==> config.mk <==
export PLATFORM = sky130hd
export DESIGN_NAME = game_tick_gen
export DESIGN_NICKNAME = d
export VERILOG_FILES = /design/src/rtl/game_tick_gen.sv
export SDC_FILE = /design/constraint.sdc
export NUM_CORES = 1
export LEC_CHECK = 0
export ABC_AREA = 1
export CELL_PAD_IN_SITES_DETAIL_PLACEMENT = 1
export CELL_PAD_IN_SITES_GLOBAL_PLACEMENT = 2
export CORE_UTILIZATION = 33
export CTS_BUF_LIST = sky130_fd_sc_hd__clkbuf_2
export DETAILED_ROUTE_END_ITERATION = 6
export GPL_ROUTABILITY_DRIVEN = 0
export HOLD_SLACK_MARGIN = 0.12
export PLACE_DENSITY_LB_ADDON = 0.1
export SYNTH_ARGS = -nofsm -noshare
export SYNTH_HDL_FRONTEND = slang
export SYNTH_SLANG_ARGS = --single-unit
==> constraint.sdc <==
create_clock -name clk -period 2.85 [get_ports clk]
set_clock_uncertainty 0.05 [all_clocks]
set_input_delay 0.4275 -clock clk [delete_from_list [all_inputs] [get_ports clk]]
set_output_delay 0.4275 -clock clk [all_outputs]
set_load 0.02 [all_outputs]
==> src/rtl/game_tick_gen.sv <==
// Game tick generator: speed-selected clock divider producing one-cycle ticks.
// Define ROUND_TIMER_EN to add the round countdown, the DONE state and round_done.
module game_tick_gen #(
  parameter int TICK_NORMAL = 50000000,
  parameter int TICK_INTER  = 25000000,
  parameter int TICK_ADV    = 12500000,
  parameter int ROUND_TICKS = 60
) (
  input  logic       clk,
  input  logic       rst,
  input  logic [1:0] speed,
  input  logic       user_log,
  input  logic       start,
  input  logic       pause,
  output logic       tick,
  output logic       busy,
  output logic       round_done,
  output logic [5:0] ticks_left,
  output logic [2:0] dbg_state
);

  typedef enum logic [2:0] {
    S_IDLE   = 3'd0,
    S_ARMED  = 3'd1,
    S_RUN    = 3'd2,
    S_PAUSED = 3'd3,
    S_DONE   = 3'd4
  } state_t;

`ifdef ROUND_TIMER_EN
  localparam bit TIMER_EN = 1'b1;
`else
  localparam bit TIMER_EN = 1'b0;
`endif

  // Without the round timer the countdown register is simply held at zero.
  localparam logic [5:0] ROUND_LOAD = TIMER_EN ? 6'(ROUND_TICKS) : 6'd0;

  state_t      state_q, state_d;
  logic [1:0]  speed_q, speed_d;
  logic [25:0] div_q, div_d;
  logic [5:0]  left_q, left_d;
  logic        tick_q, tick_d;
  logic        busy_q, busy_d;
  logic        done_q, done_d;

  logic [25:0] period_m1;
  logic        div_wrap;
  logic        tick_fire;

  always_comb begin
    case (speed_q)
      2'b01:   period_m1 = 26'(TICK_INTER - 1);
      2'b10:   period_m1 = 26'(TICK_ADV - 1);
      default: period_m1 = 26'(TICK_NORMAL - 1);
    endcase
  end

  assign div_wrap = (div_q >= period_m1);

  // State register and datapath registers.
  always_ff @(posedge clk) begin
    if (!rst) begin
      state_q <= S_IDLE;
      speed_q <= 2'b00;
      div_q   <= '0;
      left_q  <= '0;
      tick_q  <= 1'b0;
      busy_q  <= 1'b0;
      done_q  <= 1'b0;
    end else begin
      state_q <= state_d;
      speed_q <= speed_d;
      div_q   <= div_d;
      left_q  <= left_d;
      tick_q  <= tick_d;
      busy_q  <= busy_d;
      done_q  <= done_d;
    end
  end

  // Next-state logic; losing user_log outranks everything except reset.
  always_comb begin
    state_d   = state_q;
    speed_d   = speed_q;
    div_d     = div_q;
    left_d    = left_q;
    tick_fire = 1'b0;
    if (state_q != S_IDLE && !user_log) begin
      state_d = S_IDLE;
      div_d   = '0;
      left_d  = '0;
    end else begin
      case (state_q)
        S_IDLE: begin
          if (user_log) begin
            speed_d = speed;
            state_d = S_ARMED;
          end
        end
        S_ARMED: begin
          if (start) begin
            div_d   = '0;
            left_d  = ROUND_LOAD;
            state_d = S_RUN;
          end
        end
        S_RUN: begin
          if (pause) begin
            state_d = S_PAUSED;
          end else if (div_wrap) begin
            tick_fire = 1'b1;
            div_d     = '0;
`ifdef ROUND_TIMER_EN
            if (left_q <= 6'd1) begin
              left_d  = '0;
              state_d = S_DONE;
            end else begin
              left_d = left_q - 6'd1;
            end
`endif
          end else begin
            div_d = div_q + 26'd1;
          end
        end
        S_PAUSED: begin
          if (!pause) state_d = S_RUN;
        end
`ifdef ROUND_TIMER_EN
        S_DONE: begin
          if (start) begin
            div_d   = '0;
            left_d  = ROUND_LOAD;
            state_d = S_RUN;
          end
        end
`endif
        default: begin
          state_d = S_IDLE;
          speed_d = 2'b00;
          div_d   = '0;
          left_d  = '0;
        end
      endcase
    end
  end

  // Outputs are registered from the next state so they line up with it.
  always_comb begin
    tick_d = tick_fire;
    busy_d = (state_d == S_RUN) || (state_d == S_PAUSED);
    done_d = TIMER_EN && (state_d == S_DONE);
  end

  assign tick       = tick_q;
  assign busy       = busy_q;
  assign round_done = done_q;
  assign ticks_left = left_q;
  assign dbg_state  = state_q;

endmodule

======== Yosys cells after proc, flatten, opt, wreduce, memory -nomap -nowiden ========
Cells that the tools add are included.
cells by class
  shifts and indexed selects .............. 0
  equal/unequal tests ..................... 10
  mux-type cells .......................... 16
  bitwise gates (word level) .............. 6
  reduce and logical (&&, ||, !) cells .... 13
  divide/modulo/power cells ............... 0
  add/subtract/negate cells ............... 1
  $mul .................................... 0
  magnitude comparators ................... 1
operator list
  cell                     number
  $mux W26                 3
  $pmux W26 S3             1
  $pmux W26 S2             1
  $add A26 B1 Y26 const B  1
  $ge A26 B26 Y1           1
  $mux W3                  5
  $eq A3 B2 Y1 const B     4
  $pmux W3 S4              1
  $pmux W6 S2              1
  $mux W6                  1
  $ne A2 B2 Y1 const B     3
  $not A1 Y1               6
  $reduce_and A3 Y1        2
  $reduce_or A3 Y1         2
  $pmux W2 S2              1
  $reduce_or A2 Y1         2
  $reduce_or A4 Y1         1
  $eq A3 B1 Y1 const B     1
  $logic_not A3 Y1         1
  $reduce_bool A3 Y1       1
  $eq A2 B1 Y1 const B     1
  $eq A2 B2 Y1 const B     1
  $mux W2                  1
  $reduce_and A2 Y1        1
  other kinds (4)          4
storage, ports and cells
  flip-flop bits (word level) ............. 39
  bits in read-only memories .............. 0
  bits of input ports ..................... 7
  memory bits (writable) .................. 0
  latch bits .............................. 0
  memories kept ........................... 0

======== Logic depth before layout (Yosys ltp) ========
Gate-level depths: netlist of the first run.
  depth after elaboration ................. 6
  mapped depth ............................ 16
  depth with buffers taken out ............ 15

======== Worst setup path before layout of the first run ========
No wires, ideal clock.
  path type ............................... register to register
  from .................................... register speed_q[0]
  to ...................................... register div_q[13]
  clock period less this slack ............ 2.253 ns
  path slack .............................. 0.597 ns
  data required time ...................... 2.683 ns
  cell stages (with the launch flop) ...... 17
  arrival ................................. 2.086 ns
  path buffers ............................ 1
  setup time .............................. 0.117 ns
  cell sequence ........................... dfxtp_1 > inv_1 > ha_1 > inv_1 > ha_1 > nand2_1 > inv_1 > nand3_1 > nor2_1 > nand2_1 > nor2_2 > nand2_2 > nand4_2 > nand2_2 > nand2_4 > buf_6 > nor2_1
on the way
  word-level cells in the longest chain between the ends .. 6
RTL lines
  item                                                 RTL line  source
  from (decl)                                          40        logic [1:0] speed_q, speed_d;
  from (signal assigned)                               73        speed_q <= speed_d;
  $eq A2 B2 Y1 / $eq A2 B1 Y1 (equally long branches)  52        case (speed_q)
  $pmux W26 S2 (*)                                     52
  $ge A26 B26 Y1 (*)                                   59        assign div_wrap = (div_q >= period_m1);
  $mux W26 (*)                                         111       end else if (div_wrap) begin
  $mux W26 (*)                                         109       if (pause) begin
  $pmux W26 S3 (*)                                     94        case (state_q)
  to (signal assigned)                                 74        div_q <= div_d;
  to (decl)                                            41        logic [25:0] div_q, div_d;
Every way passes the cells marked *; elsewhere a longest branch is shown, timed or not. The select of a mux whose other input is x is not followed.
A chain may end at the register's enable or synchronous reset.

======== Final worst setup path of the first run ========
  from .................................... register speed_q[0]
  to ...................................... register div_q[7]
Same word-level chain as after synthesis.

==> qor.csv, run 1 <==
metric;value;unit
slowest CP cell;dfxtp_1;
postcts setup bufs;0;
hold violation count in the final report;0;
total CTS buffers;5;
PortBufs;11;
# Max-Cap Violations;0;
register area;660.6;sq um
most numerous cell on the critical path;inv_1;
Leak;1.014;nW
Congestion Overflow GR;0;
fmax;398.8;MHz
DRT iter0 DRCs;99;
final worst path period share;87.99;%
GRT Total Usage;19.09;%
Max VDD drop;0.1836;mV
n_diodes;0;
Max Slew Vio Count;0;
Die Wd;85.23;um
CTS tree;yes;
Power, Total;0.8779;mW
crit-path max FO;18;
switching share of total power;26.74;%
number of global-route vias before repair;2121;
# resized after CTS;0;
vias per cell;4.782;
cell count after synthesis;356;
Final setup viols;0;
fillers;886;
Area Overhead vs Synth;9.743;%
clock share of power;36.3;%
initial core utilization;35.00;%
worst setup path endpoint;div_q[7];
Core Area;6531;sq um
CTS Hold Buffers Added;0;
Power Dens Cells;350.0;nW/um^2
RSZ-0062 raised after global routing;false;
Reg-to-Reg Start;speed_q[0];
die boundary height;85.23;um
internal power component;0.6432;mW
reg2reg setup slack;0.34;ns
Clock Sinks;33;
Netlist cell types;33;
H-tree Lvls;2;
Setup crit start kind;register;
sw power;0.2347;mW
RR Endpoint;div_q[7];
synthesized cell area;2286;sq um
syn avg cell area;6.421;sq um
HP Class;register to register;
clock latency on the worst-skew pair;0.36;ns
share of layout cells above drive strength 1;8.602;%
register area share after synthesis;28.90;%
Detail Route Antenna Nets;0;
Worst Reg2Reg Path Length in Cells;15;
Top Ports;19;
DP HPWL;5.102;mm
critical path arrival;2.72;ns
crit-path max cell delay;0.43;ns
fin crit period;2.508;ns
DIE AREA;7264;sq um
root buf cell;clkbuf_2;
flops & latches, synth;33;
Clock transition at path regs;0.18;ns
DRT Pass-1 Iters;4;
drt drc;0;
Ys Warns;0;
Setup crit start;speed_q[0];
Routed Wire Length;6.404;mm
CP endpoint kind;register;
vias;2147;
outcome;completed;
Comb pwr share;10.3;%
Clock Path Buffers;2;
first-pass GRT wire length;10.59;mm
sequential power share;53.4;%
largest net degree at the start of global routing;19;
setup TNS;0;ns
WS Path Type;register to register;
WL/cell;14.26;um
critical path data required time;3.07;ns
worst path cell trace;inv_1 > ha_1 > inv_1 > ha_1 > nand2_1 > inv_1 > nand3_1 > nor2_1 > nand2_1 > nor2_2 > nand2_2 > nand4_2 > nand2_2 > nand2_4 > nor2_1;
antenna violations before repair;0;
Final nets;388;
row cnt;29;
area occupied by multi-input gates;1371;sq um
power by group through the flow:
stage / registers [mW] / clock network, mW / logic [mW]
6_report: 0.469 / 0.319 / 0.0903
3_3_place_gp: 0.478 / 0 / 0.0905
2_1_floorplan: 0.479 / 0 / 0.0666
4_1_cts: 0.469 / 0.333 / 0.0918
3_5_place_dp: 0.478 / 0 / 0.0915
5_1_grt: 0.470 / 0.350 / 0.100
layer usage:
metal / GRT usage, % / part of all wire, % / vias up
li1: - / - / 1128
met1: 26.24 / 51 / 994
met2: 31.82 / 46 / 23
met3: 2.626 / 2.2 / 2
met4: 4.160 / 0.56 / 0
met5: 0 / 0 / -
Yosys cell counts:
cell type / count / area (sq um)
a21o_1: 1 / 7.510
a21oi_1: 9 / 45.04
a22oi_1: 2 / 15.01
buf_2: 2 / 10.01
buf_4: 9 / 67.56
buf_6: 1 / 11.26
conb_1: 1 / 3.750
dfxtp_1: 33 / 660.6
ha_1: 10 / 125.1
inv_1: 46 / 172.7
inv_2: 5 / 18.77
mux2i_1: 1 / 10.01
nand2_1: 85 / 319.1
nand2_2: 4 / 25.02
nand2_4: 1 / 11.26
nand3_1: 29 / 145.1
nand3_2: 2 / 20.02
nand3b_1: 1 / 7.510
nand4_1: 8 / 50.05
nand4_2: 1 / 12.51
nor2_1: 63 / 236.5
nor2_2: 5 / 31.28
nor2_4: 1 / 11.26
nor3_1: 9 / 45.04
nor3_2: 1 / 10.01
nor3_4: 2 / 32.53
nor4_1: 1 / 6.260
o211ai_1: 2 / 15.01
o21ai_0: 6 / 30.03
o21ai_2: 1 / 8.760
o21bai_1: 1 / 7.510
xnor2_1: 2 / 17.52
xor2_1: 11 / 96.34
state kept, by name (all words and copies together) (netlist names):
signal / count
div_q: 26
busy: 1
tick: 1
dbg_state: 3
speed_q: 2
cells in the final DEF (no fill, tap or decap), types with 2 or more instances in the layout:
cell	netlist	layout
a21oi_1	9	9
a22oi_1	2	2
buf_4	9	2
clkbuf_2	0	6
clkdlybuf4s50_1	0	11
conb_1	1	8
dfxtp_1	33	33
ha_1	10	10
inv_1	46	46
inv_2	5	5
nand2_1	85	85
nand2_2	4	4
nand3_1	29	29
nand3_2	2	2
nand4_1	8	8
nor2_1	63	63
nor2_2	5	5
nor3_1	9	9
nor3_4	2	2
o211ai_1	2	2
o21ai_0	6	6
xnor2_1	2	2
xor2_1	11	11
area by class of cell:
| class | instances | share of cell area [%] |
|---|---|---|
| Clock buffer | 6 | 1.197 |
| Clock inverter | 2 | 1.347 |
| Inverter | 51 | 7.631 |
| Multi-Input combinational cell | 267 | 54.66 |
| Sequential cell | 33 | 26.33 |
| Tap cell | 77 | 3.840 |
| Timing Repair Buffer | 13 | 4.988 |
logic make-up after synthesis:
logic type	Yosys count	synth area share, %
XOR/XNOR	13	4.981
flip-flops	33	28.90
adder cells (fa/ha/maj)	10	5.473
AND/OR/NAND/NOR	213	42.15
buffers and inverters	63	12.26
AO/OA/AOI/OAI	22	5.637
multiplexers	1	0.4379
other	1	0.1640
critical path: cells and delay by family, from the launching register on:
kind                       cells  cell delay (ns)
and+or+nand+nor               10             0.97
buffers and inverters          3             0.27
DFF                            1             0.43
adders and majority gates      2             0.66
worst min-delay path by stage:
| stage | start | end | slack (ns) | cells after the start |
|---|---|---|---|---|
| 2_1_floorplan | div_q[8] | div_q[8] | 0.43 | 2 |
| 3_3_place_gp | div_q[8] | div_q[8] | 0.46 | 2 |
| 3_5_place_dp | div_q[8] | div_q[8] | 0.46 | 2 |
| 4_1_cts | div_q[8] | div_q[8] | 0.48 | 2 |
| 5_1_grt | div_q[8] | div_q[8] | 0.51 | 2 |
| 6_report | div_q[8] | div_q[8] | 0.49 | 2 |
per-stage QoR:
stage,worst slack (ns),instances,instance area (sq um),utilization [%],hold slack (ns)
2_1_floorplan,0.5970,363,2312,-,0.4333
3_3_place_gp,0.4619,441,2445,37.43,0.4595
3_5_place_dp,0.3394,441,2445,37.43,0.4638
4_1_cts,0.3132,449,2509,38.41,0.4847
5_1_grt,0.06993,449,2509,38.41,0.5130
6_report,0.3423,449,2509,38.41,0.4866
Power figures use the tool's default switching activity.
==> run 2: changes to the inputs <==
Settings changed: CTS_CLUSTER_SIZE set to 8.
==> results of run 2 <==
The final DEF is identical to that of run 1; final timing and power are the same.
==> run 3: changes to the inputs <==
Settings changed: SKIP_CTS_REPAIR_TIMING set to 1.
==> results of run 3 <==
The final DEF is identical to that of run 1; final timing and power are the same.
